===== src/rtl/recon_pkg.sv =====
// rtl/recon_pkg.sv - shared constants, state type and helpers for the ICAP writer
package recon_pkg;

    localparam logic [31:0] ICAP_SYNC_WORD  = 32'hAA995566;
    localparam logic [31:0] ICAP_CMD_WR_HDR = 32'h30008001;
    localparam logic [31:0] ICAP_DESYNC_CMD = 32'h0000000D;

    // Widest tkeep the helper accepts; callers zero-extend narrower keeps.
    localparam int KEEP_MAX = 128;

    typedef enum logic {
        ST_IDLE  = 1'b0,
        ST_SHIFT = 1'b1
    } icap_state_t;

    typedef struct packed {
        logic       ok_shape;
        logic [7:0] bytes;
    } keep_info_t;

    // ICAP wants every byte presented MSB-first, byte positions unchanged.
    function automatic logic [31:0] byte_bitrev(input logic [31:0] w);
        logic [31:0] r;
        r = '0;
        for (int b = 0; b < 4; b++) begin
            for (int i = 0; i < 8; i++) begin
                r[8*b + i] = w[8*b + 7 - i];
            end
        end
        return r;
    endfunction

    // ok_shape: contiguous from bit 0 and a whole number of 32-bit words.
    function automatic keep_info_t keep_info(input logic [KEEP_MAX-1:0] keep);
        keep_info_t info;
        info.bytes = '0;
        for (int i = 0; i < KEEP_MAX; i++) begin
            info.bytes = info.bytes + 8'(keep[i]);
        end
        info.ok_shape = ((keep & (keep + KEEP_MAX'(1))) == '0) && (info.bytes[1:0] == 2'b00);
        return info;
    endfunction

endpackage


===== src/rtl/recon_icap_writer.sv =====
// rtl/recon_icap_writer.sv - serialises 512-bit stream beats into bit-swapped ICAPE3 writes
// Optional sync/desync word detection: RECON_ICAP_SYNC_DET_EN
module recon_icap_writer
    import recon_pkg::*;
#(
    parameter int DATA_WIDTH = 512,
    parameter int KEEP_WIDTH = DATA_WIDTH / 8,
    parameter int ICAP_WIDTH = 32,
    parameter int CNT_WIDTH  = 32
) (
    input  logic                  clk,
    input  logic                  rst_n,
    input  logic [DATA_WIDTH-1:0] s_axis_tdata,
    input  logic [KEEP_WIDTH-1:0] s_axis_tkeep,
    input  logic                  s_axis_tvalid,
    input  logic                  s_axis_tlast,
    output logic                  s_axis_tready,
    input  logic                  icap_avail,
    output logic                  icap_csib,
    output logic                  icap_rdwrb,
    output logic [ICAP_WIDTH-1:0] icap_i,
    output logic [CNT_WIDTH-1:0]  word_count,
    output logic                  frame_done,
    output logic                  err_keep,
    input  logic                  clear
`ifdef RECON_ICAP_SYNC_DET_EN
    ,
    output logic                  sync_seen,
    output logic                  desync_seen
`endif
);

    localparam int NW    = DATA_WIDTH / ICAP_WIDTH;
    localparam int IDX_W = $clog2(NW);
    localparam int NW_W  = IDX_W + 1;

    icap_state_t           state_q, state_d;
    logic [DATA_WIDTH-1:0] data_q;
    logic [ICAP_WIDTH-1:0] words [NW];
    logic                  tlast_q;
    logic [NW_W-1:0]       nwords_q;
    logic [NW_W-1:0]       beat_nwords;
    logic [IDX_W-1:0]      idx_q;
    logic [ICAP_WIDTH-1:0] icap_q;
    logic [ICAP_WIDTH-1:0] cur_word;
    logic [ICAP_WIDTH-1:0] cur_swapped;
    keep_info_t            kinfo;
    logic                  keep_bad;
    logic                  accept;
    logic                  write;
    logic                  last_write;
    logic                  frame_done_q;
    logic                  err_q;
    logic [CNT_WIDTH-1:0]  count_q;

    for (genvar g = 0; g < NW; g++) begin : g_words
        assign words[g] = data_q[g*ICAP_WIDTH +: ICAP_WIDTH];
    end

    assign kinfo       = keep_info(KEEP_MAX'(s_axis_tkeep));
    assign beat_nwords = NW_W'(kinfo.bytes >> 2);
    assign keep_bad    = !kinfo.ok_shape || (!s_axis_tlast && !(&s_axis_tkeep));

    assign cur_word    = words[idx_q];
    assign cur_swapped = byte_bitrev(cur_word);

    // Gated by rst_n so the port goes quiet the moment reset is asserted, not one edge later.
    assign write      = rst_n && (state_q == ST_SHIFT) && icap_avail && ({1'b0, idx_q} < nwords_q);
    assign last_write = write && ({1'b0, idx_q} == nwords_q - NW_W'(1));

    assign s_axis_tready = rst_n && ((state_q == ST_IDLE) || last_write);
    assign accept        = s_axis_tready && s_axis_tvalid;

    assign icap_csib  = !write;
    assign icap_rdwrb = 1'b0;
    assign icap_i     = write ? cur_swapped : icap_q;
    assign word_count = count_q;
    assign frame_done = frame_done_q;
    assign err_keep   = err_q;

    // Zero-word beats never enter SHIFT; their frame_done is raised straight from accept.
    always_comb begin
        state_d = state_q;
        case (state_q)
            ST_IDLE: begin
                if (accept && (beat_nwords != '0)) state_d = ST_SHIFT;
            end
            ST_SHIFT: begin
                if (last_write) state_d = (accept && (beat_nwords != '0)) ? ST_SHIFT : ST_IDLE;
            end
            default: state_d = ST_IDLE;
        endcase
    end

    always_ff @(posedge clk) begin
        if (accept) data_q <= s_axis_tdata;
    end

    always_ff @(posedge clk) begin
        if (!rst_n) begin
            state_q      <= ST_IDLE;
            tlast_q      <= 1'b0;
            nwords_q     <= '0;
            idx_q        <= '0;
            icap_q       <= '0;
            frame_done_q <= 1'b0;
            err_q        <= 1'b0;
            count_q      <= '0;
        end else begin
            state_q <= state_d;
            if (accept) begin
                tlast_q  <= s_axis_tlast;
                nwords_q <= beat_nwords;
                idx_q    <= '0;
            end else if (write) begin
                idx_q <= idx_q + IDX_W'(1);
            end
            if (write) icap_q <= cur_swapped;
            frame_done_q <= (last_write && tlast_q) ||
                            (accept && (beat_nwords == '0) && s_axis_tlast);
            if (clear)      count_q <= '0;
            else if (write) count_q <= count_q + CNT_WIDTH'(1);
            if (clear)                    err_q <= 1'b0;
            else if (accept && keep_bad)  err_q <= 1'b1;
        end
    end

`ifdef RECON_ICAP_SYNC_DET_EN
    logic sync_q, desync_q, cmd_prev_q;

    // Detection looks at the word as it sits in the stream, before the bit swap.
    always_ff @(posedge clk) begin
        if (!rst_n) begin
            sync_q     <= 1'b0;
            desync_q   <= 1'b0;
            cmd_prev_q <= 1'b0;
        end else begin
            if (write) cmd_prev_q <= (cur_word == ICAP_CMD_WR_HDR);
            if (clear || frame_done_q)                   sync_q <= 1'b0;
            else if (write && cur_word == ICAP_SYNC_WORD) sync_q <= 1'b1;
            if (clear || frame_done_q) desync_q <= 1'b0;
            else if (write && cmd_prev_q && cur_word == ICAP_DESYNC_CMD) desync_q <= 1'b1;
        end
    end

    assign sync_seen   = sync_q;
    assign desync_seen = desync_q;
`endif

endmodule


===== config.mk =====
export PLATFORM = sky130hd
export DESIGN_NAME = recon_icap_writer
export DESIGN_NICKNAME = d
export VERILOG_FILES = /design/src/rtl/recon_pkg.sv /design/src/rtl/recon_icap_writer.sv
export SDC_FILE = /design/constraint.sdc
export NUM_CORES = 1
export LEC_CHECK = 0
export ABC_AREA = 1
export BUFFER_PORTS_ARGS = -buffer_cell sky130_fd_sc_hd__buf_2
export CORE_AREA = 2 2 346 177
export CTS_CLUSTER_SIZE = 28
export DETAILED_ROUTE_END_ITERATION = 6
export DIE_AREA = 0 0 348 179
export PLACE_DENSITY = 0.69
export SYNTH_ARGS = -nofsm -noshare
export SYNTH_HDL_FRONTEND = slang
export SYNTH_SLANG_ARGS = --single-unit

===== constraint.sdc =====
create_clock -name clk -period 16.3 [get_ports clk]
set_input_delay 3.26 -clock clk [delete_from_list [all_inputs] [get_ports clk]]
set_output_delay 3.26 -clock clk [all_outputs]
set_load 0.005 [all_outputs]

### Word-level counts from Yosys, hierarchy flattened

Index checks and enable logic that the tools add are counted.

* bits in read-only memories: 0
* latch bits: 0
* memory bits (writable): 0
* register bits: 589
* memories kept: 0
* input bits: 582

* eq/ne operators: 1
* magnitude comparators: 2
* div/mod/pow operators: 0
* multiplexer cells: 7
* reductions and logical operators: 27
* shifts and indexed selects: 0
* add/subtract/negate cells: 67
* multipliers: 0
* bitwise gates (word level): 4

Operators by type and width (number)
* $add A7 B1 Y7: 57
* $bmux W32 S4: 1
* $logic_not A128 Y1: 1
* $mux W32: 3
* $add A64 B1 Y65 const B: 1
* $and A64 B65 Y65: 1
* $reduce_and A64 Y1: 1
* $add A32 B1 Y32 const B: 1
* $logic_and A1 B1 Y1: 13
* $add A6 B1 Y7: 1
* $add A5 B1 Y6: 1
* $add A4 B1 Y5: 1
* $eq A4 B5 Y1: 1
* $ge A5 B5 Y1 const B: 1
* $logic_not A5 Y1: 1
* $lt A4 B5 Y1: 1
* $not A4 Y5: 1
* $reduce_bool A5 Y1: 1
* $sub A5 B1 Y5 const B: 1
* $add A3 B1 Y4: 1
* $add A4 B1 Y4 const B: 1
* $logic_not A1 Y1: 4
* $reduce_or A2 Y1: 2
* $add A2 B1 Y3: 1
* other kinds (6): 10

### Longest topological paths before layout

Gate-level depths: netlist (run 1).

* depth after elaboration: 68
* mapped depth: 27
* depth with buffers taken out: 27

### Worst setup path before layout (run 1)

Ideal clock, no wire load.

* path kind: input port to flip-flop
* start: input port icap_avail
* end: register frame_done_q (netlist: frame_done)
* stages: 9
* setup slack: 4.233 ns
* arrival: 11.952 ns
* path through: and3_1 > nand3_4 > clkinv_2 > nand4_2 > nand2_1 > nand2_2 > nor2_4 > nand2_1 > o22ai_1

* cells in the longest elaborated chain, start to end: 9
* elaborated cells on any way between the ends: 10
* those cells by class: reduce/logical (10)

Ends and longest elaborated chain
* start: declaration: line recon_icap_writer.sv:18 `input logic icap_avail,`
* $logic_and A1 B1 Y1 (2 in a row): line recon_icap_writer.sv:68 `assign write = rst_n && (state_q == ST_SHIFT) && icap_avail && ({1'b0, idx_q} < nwords_q);`
* $logic_and A1 B1 Y1: line recon_icap_writer.sv:69 `assign last_write = write && ({1'b0, idx_q} == nwords_q - NW_W'(1));`
* $logic_or A1 B1 Y1: line recon_icap_writer.sv:71 `assign s_axis_tready = rst_n && ((state_q == ST_IDLE) || last_write);`
* $logic_and A1 B1 Y1: line recon_icap_writer.sv:71
* $logic_and A1 B1 Y1: line recon_icap_writer.sv:72 `assign accept = s_axis_tready && s_axis_tvalid;`
* via accept: line recon_icap_writer.sv:49 `logic accept;`
* $logic_and A1 B1 Y1 (2 in a row): line recon_icap_writer.sv:120 `(accept && (beat_nwords == '0) && s_axis_tlast);`
* $logic_or A1 B1 Y1: line recon_icap_writer.sv:119 `frame_done_q <= (last_write && tlast_q) ||`
* end signal: assignment: line recon_icap_writer.sv:119
* end: declaration: line recon_icap_writer.sv:52 `logic frame_done_q;`

The timed path passes the listed nets, and every way through them passes these cells.
A chain may end at the register's enable or synchronous reset.

### Final worst setup path (run 1)

* start: input port rst_n
* end: output port s_axis_tready

* cells in the longest elaborated chain, start to end: 6

Ends and longest elaborated chain
* start: declaration: line recon_icap_writer.sv:12 `input logic rst_n,`
* $logic_and A1 B1 Y1 (3 in a row): line recon_icap_writer.sv:68
* $logic_and A1 B1 Y1: line recon_icap_writer.sv:69
* $logic_or A1 B1 Y1: line recon_icap_writer.sv:71
* $logic_and A1 B1 Y1 (*): line recon_icap_writer.sv:71
* end: declaration: line recon_icap_writer.sv:17 `output logic s_axis_tready,`

Mark *: on every way between the ends. The rest lies on a longest branch, timed or not.

==> results of run 1 <==
logic make-up after synthesis:
logic type	after synthesis
buffers and inverters	276
AO/OA/AOI/OAI	564
adder cells (fa/ha/maj)	78
AND/OR/NAND/NOR	884
XOR/XNOR	11
flip-flops	589
other	1
power groups by stage:
| stage | clock network, mW | logic, mW | registers, mW |
|---|---|---|---|
| after floorplan | 0 | 1.14 | 1.90 |
| after global routing | 1.36 | 1.76 | 1.85 |
| final | 1.28 | 1.53 | 1.84 |
| after CTS | 1.30 | 1.53 | 1.84 |
| after detailed placement | 0 | 1.52 | 1.87 |
| after global placement | 0 | 1.47 | 1.87 |
through the flow:
step           hold WS [ns]  cells
2_1_floorplan        0.4445   2403
3_3_place_gp         0.4501   3742
3_5_place_dp         0.4571   3742
4_1_cts              0.4659   3841
5_1_grt              0.4894   3854
6_report             0.4658   3877
area by class of cell:
| type | instances | area (µm²) |
|---|---|---|
| inverters | 157 | 600.6 |
| multi-input cells | 1538 | 8344 |
| clock inverters | 26 | 247.7 |
| repair buffers | 666 | 3413 |
| flip-flops and latches | 589 | 16930 |
| fillers | 5293 | 27720 |
| clock buffers | 73 | 1484 |
| diodes | 36 | 90.09 |
| well taps | 792 | 991.0 |
worst register-to-register path: cells and delay by family, from the launching register on:
kind / cells / cell delay [ns]
fa+ha+maj: 1 / 0.34
buf+inv: 4 / 3.15
flops: 1 / 0.62
simple gates: 5 / 1.40
compound gates: 2 / 0.33
synthesized netlist by cell type (4+ instances only):
cell,count,share of area [%]
edfxtp_1,512,58
nor2_1,411,5.9
nand2_1,373,5.3
o21ai_0,304,5.8
inv_1,150,2.1
clkbuf_1,82,1.2
o221ai_1,81,2.7
dfxtp_1,77,5.9
a21oi_1,68,1.3
fa_1,54,4.1
o22ai_1,49,1.2
o211ai_1,47,1.3
nand3_1,44,0.84
buf_2,32,0.61
ha_1,24,1.1
nor3_1,20,0.38
nand4_1,15,0.36
xor2_1,8,0.27
o21ai_1,6,0.11
inv_2,5,0.071
nor2_2,5,0.12
buf_1,4,0.057
nand2_2,4,0.095
state kept, by name, summed over array words and instances (netlist names), 4 cells and up:
| name | cells |
|---|---|
| icap_q | 32 |
| idx_q | 4 |
| nwords_q | 5 |
| data_q | 512 |
| word_count | 32 |
placed cells by master (no fill, tap or decap), types with 3 or more instances in the layout:
cell / count
clkinvlp_4: 4
nor3_1: 20
clkbuf_8: 4
ha_1: 24
inv_2: 5
nand4_1: 15
o221ai_1: 81
a21oi_1: 68
o211ai_1: 47
xnor2_1: 3
clkbuf_1: 14
edfxtp_1: 512
o22ai_1: 49
nand2_2: 4
dfxtp_1: 73
inv_1: 149
a211oi_1: 3
clkinv_1: 4
nor4_1: 3
nor2_2: 5
xor2_1: 8
nand2_1: 373
diode_2: 36
nor2_1: 411
buf_4: 14
bufinv_16: 4
buf_2: 649
clkbuf_16: 55
dfxtp_4: 3
o21ai_1: 6
clkinv_2: 11
buf_12: 3
fa_1: 54
o21ai_0: 304
nand3_1: 44
routing by layer:
layer | routed length [µm] | up-vias
li1 | - | 9755
met1 | 42720 | 10570
met2 | 41810 | 1196
met3 | 11040 | 192
met4 | 2428 | 28
met5 | 290 | -
final timing paths:
check,slack (ns),cells after the start,endpoint
worst min register to register,0.47,2,err_keep
worst max-delay path,7.33,9,s_axis_tready
worst max register to register,9.73,12,data_q[22]
worst min-delay path,0.47,2,err_keep
==> results.json, run 1 <==
{
  "cts_root_buf": "clkbuf_16",
  "max_cap_viol_count": 0,
  "grt_util_met2_pct": 44.64,
  "die_w_um": 348,
  "path_clk_slew_ns": 0.06,
  "slew_viol_final": 0,
  "synth_xor_xnor_area_share_pct": 0.3657,
  "seqPwrFrac_pct": 39.6,
  "antenna_found_initial": 44,
  "die_area_um2": 62290,
  "crit_start": "rst_n",
  "yosysWarnings": 0,
  "cts_hold_buffers": 0,
  "leakage_nw": 12.57,
  "synth_edf_count": 512,
  "power.density_nw_per_um2": 145.0,
  "worst-path-buf-inv": 4,
  "combPwrFrac_pct": 32.9,
  "numPortBuffers": 649,
  "critical-path-max-stage-delay_ns": 0.76,
  "routed_wl_um": 98290,
  "p_switching_mw": 1.552,
  "ys_async_sr_fraction_pct": 0,
  "synth_area_um2": 26340,
  "ant_nets": 0,
  "finalCriticalPeriod_ns": 8.966,
  "dp_hpwl_um": 73480,
  "synthSimpleGateAreaFrac_pct": 13.40,
  "worst_pin_slew_ns": 1.165,
  "drtIter0Drc": 2285,
  "die_h_um": 179,
  "tns_ns": 0,
  "worstHoldStart": "err_keep",
  "cts_buffers": 53,
  "fin_skew_ns": 0.03137,
  "critPathArrivalTime_ns": 5.71,
  "busiest_layer": "met2",
  "vdd_ir_drop_max_uv": 394.9,
  "finalWorstSetupSlack_ns": 7.334,
  "synth_fa_ha_area_share_pct": 5.244,
  "hold_class": "flop to flop",
  "cts_max_path_buffers": 3,
  "synth-compound-area-share_pct": 12.65,
  "nNetsFinal": 3665,
  "cts_resized": 0,
  "start_kind": "primary input",
  "worstSetupEndpointType": "output pin",
  "cts_tree": "built",
  "cp_slowest_cell": "clkinv_2",
  "worstPathCellList": "buf_2 > and3_1 > nand3_4 > clkinv_2 > nand4_2 > nand2_1 > nand2_2 > inv_2 > buf_2",
  "p_sw_share_pct": 33.36,
  "ctsHtreeMaxLevel": 2,
  "pin_count": 651,
  "max_freq_mhz": 111.5,
  "synth_seq_cells": 589,
  "grt-ovfl-total": 0,
  "cts.sinks": 589,
  "critPathTopFamily": "simple AND/OR/NAND/NOR gates",
  "finalCritPeriodShare_pct": 55.00,
  "yosys_most_used_dff": "edfxtp_1",
  "via_count": 21740,
  "crit_type": "primary input to output pin",
  "power_frac_clock_pct": 27.5,
  "grt_pass1_wl_um": 137700,
  "synth.distinct_cells": 42,
  "grt_max_degree": 188,
  "crit_fanout": 46,
  "synth_cells": 2403,
  "ys_seq_area_share_pct": 64.22,
  "p_int_mw": 3.101,
  "wl_per_cell_um": 25.35,
  "num_rows": 64,
  "power_mw": 4.653,
  "via_per_inst": 5.608,
  "crit_top_cell": "buf_2",
  "cp.required_ns": 13.04,
  "post_cts_buffers": 0,
  "synth_top_family_by_area": "simple AND/OR/NAND/NOR gates",
  "syn_avg_cell_area_um2": 10.96,
  "stdcell_area_um2": 32100,
  "route.detailed.drc": 0,
  "gp_congestion": 1.081,
  "place_area_um2": 30280,
  "grt_usage_pct": 30.67,
  "syn_to_final_growth_pct": 21.86,
  "fin_util_pct": 53.66,
  "place_ws_ns": 6.842,
  "rsz0062_at_grt": "no",
  "synth_mux_area_share_pct": 0,
  "grt.met1_usage_pct": 44.21,
  "start_util_pct": 44.04,
  "coreArea_um2": 59820,
  "relSlewSlack_pct": 22.36,
  "grt_pass1_vias": 20400,
  "drive_gt1_share_pct": 25.45,
  "status": "finished clean",
  "clock_latency_ns": 0.61,
  "reg2reg_from": "idx_q[2]",
  "finalSetupViolations": 0,
  "hold_viol": 0,
  "use_met3_pct": 10.58,
  "syn_nets": 3063,
  "first_pass_iters": 5
}
Note: power is estimated with default switching activity, not from simulation.
==> run 2: changes to the inputs <==
--- a/config.mk
+++ b/config.mk
@@ -11,7 +11,7 @@
 export CTS_CLUSTER_SIZE = 28
 export DETAILED_ROUTE_END_ITERATION = 6
 export DIE_AREA = 0 0 348 179
-export PLACE_DENSITY = 0.69
+export PLACE_DENSITY = 0.71
 export SYNTH_ARGS = -nofsm -noshare
 export SYNTH_HDL_FRONTEND = slang
 export SYNTH_SLANG_ARGS = --single-unit
==> constraint.sdc (replaced) <==
create_clock -name clk -period 8.1 [get_ports clk]
set_input_delay 1.62 -clock clk [delete_from_list [all_inputs] [get_ports clk]]
set_output_delay 1.62 -clock clk [all_outputs]
set_load 0.005 [all_outputs]
==> results.json, run 2 (synthesized netlist as in run 1, its figures left out) <==
{
  "antenna_found_initial": 40,
  "crit_top_cell": "fa_1",
  "combPwrFrac_pct": 33.1,
  "relSlewSlack_pct": 22.33,
  "coreArea_um2": 59820,
  "die_w_um": 348,
  "cts_max_path_buffers": 3,
  "drive_gt1_share_pct": 25.49,
  "slew_viol_final": 0,
  "nFillCells": 5269,
  "path_clk_slew_ns": 0.06,
  "worstSetupEndpointType": "flop",
  "ctsHtreeMaxLevel": 2,
  "leakage_nw": 12.57,
  "grt_max_degree": 182,
  "numPortBuffers": 649,
  "regMostFlops": "data_q",
  "p_switching_mw": 3.131,
  "cts.sinks": 589,
  "cts_hold_buffers": 0,
  "status": "finished clean",
  "power_mw": 9.352,
  "via_count": 21370,
  "critical-path-max-stage-delay_ns": 0.55,
  "num_rows": 64,
  "power_frac_clock_pct": 27.3,
  "start_kind": "primary input",
  "route.detailed.drc": 0,
  "grt_usage_pct": 30.35,
  "finalCritPeriodShare_pct": 90.16,
  "clock_latency_ns": 0.63,
  "crit_fanout": 3,
  "first_pass_iters": 5,
  "cts_buffers": 52,
  "drtIter0Drc": 2338,
  "finalCriticalPeriod_ns": 7.303,
  "cp.required_ns": 8.55,
  "largest_register_ffs": 512,
  "cp_slowest_cell": "fa_1",
  "final_cell_mix": "649 x buf_2, 512 x edfxtp_1, 411 x nor2_1, 372 x nand2_1, 304 x o21ai_0",
  "grt_pass1_wl_um": 135900,
  "wl_met1_um": 44200,
  "p_sw_share_pct": 33.48,
  "worstHoldPathCells": 2,
  "cts_root_buf": "clkbuf_16",
  "grt_pass1_vias": 19440,
  "cts_tree": "built",
  "max_cap_viol_count": 0,
  "seqPwrFrac_pct": 39.7,
  "start_util_pct": 44.04,
  "place_area_um2": 30310,
  "dp_hpwl_um": 71760,
  "tns_ns": 0,
  "r2r_cells": 10,
  "worst_pin_slew_ns": 1.165,
  "pin_count": 651,
  "routed_wl_um": 96840,
  "wl_met3_um": 10230,
  "critPathArrivalTime_ns": 7.75,
  "rsz0062_at_grt": "no",
  "wl_per_cell_um": 24.97,
  "finalSetupViolations": 0,
  "grt-ovfl-total": 0,
  "vdd_ir_drop_max_uv": 680.8,
  "ant_nets": 0,
  "wl_met2_um": 40210,
  "max_freq_mhz": 136.9,
  "die_area_um2": 62290,
  "hold_viol": 0,
  "fin_skew_ns": 0.05020,
  "hold_class": "flop to flop",
  "syn_to_final_growth_pct": 22.03,
  "fin_util_pct": 53.74,
  "stdcell_area_um2": 32140,
  "p_int_mw": 6.221,
  "crit_type": "primary input to flop",
  "post_cts_buffers": 0,
  "gp_congestion": 1.295,
  "top_layer_used": "met5",
  "power.density_nw_per_um2": 290.9,
  "cts_resized": 0,
  "final_common_cell": "buf_2",
  "die_h_um": 179,
  "via_per_inst": 5.510,
  "nNetsFinal": 3665
}
run 2: changes by cell type in the layout (fill, tap and decap cells not counted), sizes merged:
cell      before  now
clkinv        16   22
buf          666  667
clkbuf        73   60
diode         36   43
bufinv         4    5
inv          159  161
clkinvlp       4    2
run 2: worst max-delay path: cells and delay by family:
family                   cells  cell delay, ns
adder cells (fa/ha/maj)      9            4.62
AND/OR/NAND/NOR             11            0.97
buffers and inverters        7            0.50
AO/OA/AOI/OAI                1            0.06
run 2: per-stage QoR:
stage,std cells,hold slack (ns),worst slack (ns)
after global routing,3856,0.4959,0.4378
after detailed placement,3743,0.4525,0.1889
after floorplan,2403,0.4421,-2.266
after CTS,3836,0.4621,0.8084
after global placement,3743,0.4475,0.2290
final,3879,0.4652,0.7970
run 2: layout make-up:
class	instances	area, µm²	area share, %
flip-flops and latches	589	16930	52.66
multi-input cells	1538	8361	26.01
repair buffers	667	3421	10.64
clock buffers	60	1353	4.208
well taps	792	991.0	3.083
inverters	157	604.3	1.880
clock inverters	33	379.1	1.179
diodes	43	107.6	0.3347
run 2: routing by layer:
layer  track usage, %  up-vias
li1                 -     9773
met1            45.12    10290
met2            41.97     1139
met3            10.84      155
met4            6.836       20
met5            1.648        -
run 2: final timing paths:
check                                      start          to  slack (ns)
worst max-delay path            s_axis_tkeep[35]    err_keep        0.80
worst min-delay path                    err_keep    err_keep        0.47
worst max register to register          idx_q[2]  data_q[71]        3.33
worst min register to register          err_keep    err_keep        0.47
run 2: power by group through the flow:
stage	combinational [mW]	sequential [mW]	clock, mW
floorplan	2.29	3.82	0
global placement	2.99	3.77	0
detailed placement	3.05	3.77	0
CTS	3.08	3.71	2.59
global route	3.53	3.73	2.71
finish	3.09	3.71	2.55
